[src/rtl/cpu_bus_arbiter.sv]
// CPU-bus arbiter: shares the PRG/WRAM/register bus between the CPU and
// N_CH read-only DMA channels, stalling the CPU with halt/align cycles.
module cpu_bus_arbiter #(
    parameter int N_CH          = 2,
    parameter int ADDR_W        = 16,
    parameter int DATA_W        = 8,
    parameter int GET_PUT_ALIGN = 1
) (
    input  logic                     clk,
    input  logic                     reset,
    input  logic                     cpu_en,
    output logic                     cpu_run,
    input  logic [ADDR_W-1:0]        cpu_addr,
    input  logic [DATA_W-1:0]        cpu_wdata,
    input  logic                     cpu_read,
    input  logic                     cpu_write,
    input  logic [N_CH-1:0]          dma_req,
    input  logic [N_CH*ADDR_W-1:0]   dma_addr,
    output logic [N_CH-1:0]          dma_grant,
    output logic [N_CH-1:0]          dma_rvalid,
    output logic [DATA_W-1:0]        dma_rdata,
    output logic                     dma_active,
    output logic [ADDR_W-1:0]        bus_addr,
    output logic [DATA_W-1:0]        bus_wdata,
    output logic                     bus_read,
    output logic                     bus_write,
    input  logic [DATA_W-1:0]        bus_rdata
);

    localparam logic [1:0] ST_CPU   = 2'd0;
    localparam logic [1:0] ST_HALT  = 2'd1;
    localparam logic [1:0] ST_ALIGN = 2'd2;
    localparam logic [1:0] ST_DMA   = 2'd3;

    logic [1:0]        state;
    logic [1:0]        state_nxt;
    logic              parity;      // parity of the current CPU cycle, 0 = get
    logic [N_CH-1:0]   grant;
    logic [N_CH-1:0]   grant_nxt;
    logic [N_CH-1:0]   winner;
    logic              align_ok;
    logic [ADDR_W-1:0] grant_addr;

    // Lowest-index request wins; the next cycle is a get when this one is a put.
    assign winner   = dma_req & (~dma_req + N_CH'(1));
    assign align_ok = (GET_PUT_ALIGN == 0) || (parity == 1'b1);

    // Next-state and slot-grant decision, applied only on cpu_en.
    always_comb begin
        state_nxt = state;
        grant_nxt = '0;
        case (state)
            ST_CPU: begin
                if ((|dma_req) && cpu_read && !cpu_write) begin
                    state_nxt = ST_HALT;
                end
            end
            ST_HALT:  state_nxt = align_ok ? ST_DMA : ST_ALIGN;
            ST_ALIGN: state_nxt = ST_DMA;
            ST_DMA: begin
                if (!(|dma_req)) begin
                    state_nxt = ST_CPU;
                end
            end
            default:  state_nxt = ST_CPU;
        endcase
        if ((state_nxt == ST_DMA) && align_ok) begin
            grant_nxt = winner;
        end
    end

    // State, get/put parity and the per-slot grant advance once per CPU cycle.
    always_ff @(posedge clk) begin
        if (reset) begin
            state  <= ST_CPU;
            parity <= 1'b0;
            grant  <= '0;
        end else if (cpu_en) begin
            state  <= state_nxt;
            parity <= ~parity;
            grant  <= grant_nxt;
        end
    end

    // Capture read data and pulse rvalid at the strobe closing a granted slot.
    always_ff @(posedge clk) begin
        if (reset) begin
            dma_rvalid <= '0;
            dma_rdata  <= '0;
        end else begin
            dma_rvalid <= cpu_en ? grant : '0;
            if (cpu_en && (|grant)) begin
                dma_rdata <= bus_rdata;
            end
        end
    end

    // Address of the channel owning the current slot (grant is one-hot).
    always_comb begin
        grant_addr = '0;
        for (int i = 0; i < N_CH; i++) begin
            if (grant[i]) begin
                grant_addr = grant_addr | dma_addr[i*ADDR_W +: ADDR_W];
            end
        end
    end

    // Bus mux and CPU clock-enable gating from registered state.
    always_comb begin
        cpu_run    = cpu_en && (state == ST_CPU);
        dma_active = (state != ST_CPU);
        dma_grant  = grant;
        bus_wdata  = cpu_wdata;
        bus_addr   = cpu_addr;
        bus_read   = cpu_read;
        bus_write  = 1'b0;
        case (state)
            ST_CPU:   bus_write = cpu_write;
            ST_HALT,
            ST_ALIGN: bus_read  = 1'b1;
            ST_DMA: begin
                bus_read = |grant;
                if (|grant) begin
                    bus_addr = grant_addr;
                end
            end
            default:  bus_write = 1'b0;
        endcase
    end

endmodule

[config.mk]
export PLATFORM = sky130hd
export DESIGN_NAME = cpu_bus_arbiter
export DESIGN_NICKNAME = d
export VERILOG_FILES = /design/src/rtl/cpu_bus_arbiter.sv
export SDC_FILE = /design/constraint.sdc
export NUM_CORES = 1
export LEC_CHECK = 0
export ABC_AREA = 1
export BUFFER_PORTS_ARGS = -buffer_cell sky130_fd_sc_hd__buf_2
export CORE_ASPECT_RATIO = 0.75
export CORE_MARGIN = 1
export CORE_UTILIZATION = 39
export CTS_BUF_LIST = sky130_fd_sc_hd__clkbuf_8 sky130_fd_sc_hd__clkbuf_16
export CTS_CLUSTER_SIZE = 12
export DETAILED_ROUTE_END_ITERATION = 8
export HOLD_SLACK_MARGIN = 0.05
export PLACE_DENSITY = 0.88
export SYNTH_ARGS = -nofsm -noshare
export SYNTH_HDL_FRONTEND = slang
export SYNTH_SLANG_ARGS = --single-unit
[constraint.sdc]
create_clock -name clk -period 2.51 [get_ports clk]
set_input_delay 0.502 -clock clk [delete_from_list [all_inputs] [get_ports clk]]
set_output_delay 0.502 -clock clk [all_outputs]
set_load 0.1 [all_outputs]
Yosys cells after proc, flatten, opt, wreduce, memory -nomap -nowiden
Cells that the tools add are included.

Bits in registers: 15. Input bits: 71. Output and inout port bits: 40. Word-level logic and storage cells: 38.

$add $sub $neg: 1. Equality and inequality tests: 4. Multiplexer cells: 11. Bitwise logic cells: 5. Reduce and logical (&&, ||, !) cells: 12.

Operator list (count): $mux 16 (4); $or 16x16->16 (1); $pmux 2 s4 (1); $reduce_or 2->1 (4); $eq 2x2->1 const B (3); $mux 2 (3); $logic_and 1x1->1 (5); $add 2x1->2 const B (1); $and 2x2->2 (1); $eq 2x1->1 const B (1); $logic_not 2->1 (1); $mux 1 (2); $not 1->1 (2); $not 2->2 (1); $pmux 1 s2 (1); $reduce_bool 2->1 (1); $logic_not 1->1 (1).

Longest topological paths before layout
Depth after elaboration: 8. Gate-level depth with buffers: 10. Mapped depth without buffers: 10.

Worst setup path after synthesis
OpenSTA, ideal clock, no wires.

Path type: reg-to-output. Start: register state[0]. End: output port bus_read. Arrival: 2.815 ns. Required time: 2.008 ns. Slack: -0.807 ns. Cell stages (with the launch flop): 5. Path buffers: 0. Cells stage by stage: dfxtp_1 > inv_1 > ha_1 > inv_1 > o21ai_0.

Cells in the longest elaborated chain, start to end: 3. Elaborated cells on any way between the ends: 5. Those cells by class: 3 x eq/ne; 1 x mux; 1 x reduce/logical.

Ends and longest elaborated chain: from (decl) (line 35) `logic [1:0] state;`; from (signal assigned) (line 79) `state <= state_nxt;`; $eq 2x1->1 or $eq 2x2->1 (tied branches) (line 117) `case (state)`; $reduce_or 2->1 (line 117); $pmux 1 s2 (*) (line 117); to (decl) (line 25) `output logic bus_read,`.

Mark *: on every way between the ends. The rest lies on a longest branch, timed or not.

Final worst setup path
Start: register grant[0] (netlist: dma_grant[0]). End: output port bus_addr[3].

Cells in the longest elaborated chain, start to end: 5. Elaborated cells on any way between the ends: 6. Those cells by class: 4 x mux; 1 x bitwise; 1 x reduce/logical.

Ends and longest elaborated chain: from (decl) (line 38) `logic [N_CH-1:0] grant;`; from (signal assigned) (line 81) `grant <= grant_nxt;`; $mux 16 (line 102) `if (grant[i]) begin`; $or 16x16->16 (line 103) `grant_addr = grant_addr | dma_addr[i*ADDR_W +: ADDR_W];`; $mux 16 (line 102); $mux 16 (*) (line 123) `if (|grant) begin`; $mux 16 (*) (line 117); to (decl) (line 23) `output logic [ADDR_W-1:0] bus_addr,`.

Marks and branches as above.

==> impl_metrics.tcl <==
set metrics [dict create \
    die-area_sq_mm 0.00322 \
    synth_top_area_cell "dfxtp_1" \
    chipHeight_um 49.4 \
    syn_avg_cell_area_sq_um 7.58 \
    syn_inst 154 \
    slowest_delay_ps 600 \
    track_usage_pct 19.1 \
    cts-root-buf "clkbuf_8" \
    portBuffers 94 \
    skew_ps 4.00 \
    numCtsBuffers 3 \
    drt_iter0_drc 33 \
    slew_viol_final 0 \
    vias_per_cell 4.85 \
    fillers 263 \
    ys_seq_area_share_pct 25.7 \
    synth-edff-count 0 \
    drt-pass1-iter-count 5 \
    drcViolationCount 0 \
    synth_seq_cells 15 \
    fp.dieW_um 65.2 \
    vdd_ir_drop_max_mv 0.350 \
    ant_nets 0 \
    routabilityCongestion 0.826 \
    finalHoldViolCount 0 \
    finalSetupTns_ps 0 \
    route.detailed.wl_per_inst_um 11.6 \
    yosysUniqueCellTypes 23 \
    routed_wl_um 3170 \
    finalPower_mw 0.882 \
    maxCapViolCount 0 \
    synth_flop_cell "dfxtp_1" \
    asyncSetResetFlopFracSynth_pct 0 \
    num_antenna_cells 0 \
    min_period_ps 2300 \
    worstMarginPinSlew_ps 496 \
    htree_levels 1 \
    synth_fp_nets 230 \
    crit_slowest_cell "dfxtp_1" \
    cp_max_fo 11 \
    slew_headroom_pct 67.2 \
    finalSetupViolCount 0 \
    area_delta_synth_final_pct 42.1 \
    synth_top_area_share_pct 25.7 \
    critPathRequiredTime_ps 2010 \
    synth_most_common_cell "a22o_1" \
    cts_tree "yes" \
    nNetsFinal 314 \
    clk_latency_ps 240 \
    grt_max_degree 21 \
    synthesis.area_sq_mm 0.00117 \
    grt_pass1_vias 1159 \
    cts.clk_slew.worst_paths_ps 60 \
    critPathKind "flop to output pin" \
    status "finished, final reports clean" \
    cts_setup_buffers 0 \
    initial_utilization_pct 42.9 \
    fmax_mhz 436 \
    clockBufferDepth 2 \
    ys_warn_count 0 \
    cts_sinks 15 \
    grt_pass1_wl_um 4870 \
    fin_crit_sh_pct 91.5 \
    antenna_found_initial 0 \
    yosys-top-cells-area "dfxtp_1 (26%), a22o_1 (24%), nor2_1 (7.7%)" \
    hold_slack_ps 425 \
    postCtsHoldBufs 0 \
    drive_above_1_share_pct 53.2 \
    ys_top_cells_by_count "a22o_1 (32), nor2_1 (24), dfxtp_1 (15), nand2_1 (15)" \
    hold_class "input pin to flop" \
    rsz0062_at_grt "no" \
    p_leak_nw 0.941 \
    io_pins 111 \
    hpwl_um 2470 \
    fp-row-count 16 \
    power_density_mw_per_mm2 532 \
    grt_overflow 0 \
    cts_resized 0 \
    vias 1325 \
    crit_path_end_kind "output pin" \
    arrival_ps 1790 \
    path_cells "buf_4 > a22o_1 > a22o_2 > buf_2" \
    coreArea_sq_mm 0.00272 \
    crit_path_start_kind "flop" \
]
==> power by group <==
part           leakage [nW]  internal, mW  switching (mW)
clock network        0.0269         0.108          0.0818
logic                 0.791         0.113           0.317
registers             0.123         0.250          0.0120
==> path summary, 6_finish.rpt <==
check | from | endpoint | slack, ps | cells past startpoint
max | dma_grant[0] | bus_addr[3] | 210 | 4
min | reset | dma_grant[1] | 420 | 2
max reg2reg | state[0] | dma_grant[0] | 940 | 10
min reg2reg | align_ok | align_ok | 510 | 2
==> stage by stage <==
stage | cells | worst slack (ps) | cell area (sq um) | util (%)
floorplan | 154 | 36.2 | 1190 | -
global placement | 269 | 497 | 1610 | 59.3
detailed placement | 269 | 467 | 1610 | 59.3
CTS | 273 | 196 | 1660 | 60.9
global route | 273 | 96.9 | 1660 | 60.9
finish | 273 | 214 | 1660 | 60.9
==> routing by layer <==
layer | GRT usage [%] | part of all wire [%] | up-vias
met2 | 35.1 | 48 | 65
met3 | 5.37 | 10 | 2
li1 | - | - | 686
met5 | 0 | 0 | -
met1 | 21.2 | 42 | 572
met4 | 5.43 | 0.28 | 0
==> worst max-delay path: cells and delay by family, from the launching register on <==
kind / cells / cell delay [ps]
AO/OA/AOI/OAI: 2 / 280
buffers and inverters: 2 / 670
flip-flops: 1 / 600
==> cells in the final DEF, fill, tap and decap left out <==
master / netlist / layout
a22o_2: 0 / 16
dfxtp_1: 15 / 14
nand2_1: 15 / 15
ha_1: 5 / 5
a22o_1: 32 / 16
buf_4: 9 / 2
o21ai_1: 1 / 1
nand3_1: 2 / 2
nor3_1: 1 / 1
nor2_8: 2 / 2
buf_12: 0 / 1
nor2_4: 1 / 1
inv_1: 13 / 14
clkbuf_8: 0 / 3
inv_2: 3 / 3
dfxtp_2: 0 / 1
nor2_2: 1 / 1
and3_1: 2 / 2
o21ai_0: 13 / 12
o21ai_2: 0 / 1
a21oi_2: 1 / 1
a21oi_1: 4 / 4
inv_4: 1 / 1
clkinv_1: 1 / 1
nor2_1: 24 / 24
buf_2: 3 / 93
==> kinds of logic (layout without fill, tap and decap cells) <==
family / Yosys count / after routing / synth area share [%]
AO/OA/AOI/OAI: 51 / 51 / 32.5
AND/OR/NAND/NOR: 48 / 48 / 19.8
buffers and inverters: 35 / 118 / 16.6
flip-flops: 15 / 15 / 25.7
adder cells (fa/ha/maj): 5 / 5 / 5.36
==> flip-flops by register name, summed over array words and instances, names as in the netlist <==
| name | flops |
|---|---|
| align_ok | 1 |
| dma_rvalid | 2 |
| dma_grant | 2 |
| dma_rdata | 8 |
| state | 2 |
==> cell type report <==
class                      instances  area [sq um]  share of cell area, %
tap                               36          45.0                   2.71
clock buffer                       3          41.3                   2.49
inverter                          18          70.1                   4.22
clock inverter                     1          3.75                  0.226
multi-input combinational        104           697                   42.0
timing repair buffer              96           500                   30.2
sequential                        15           302                   18.2
Power figures use the tool's default switching activity.
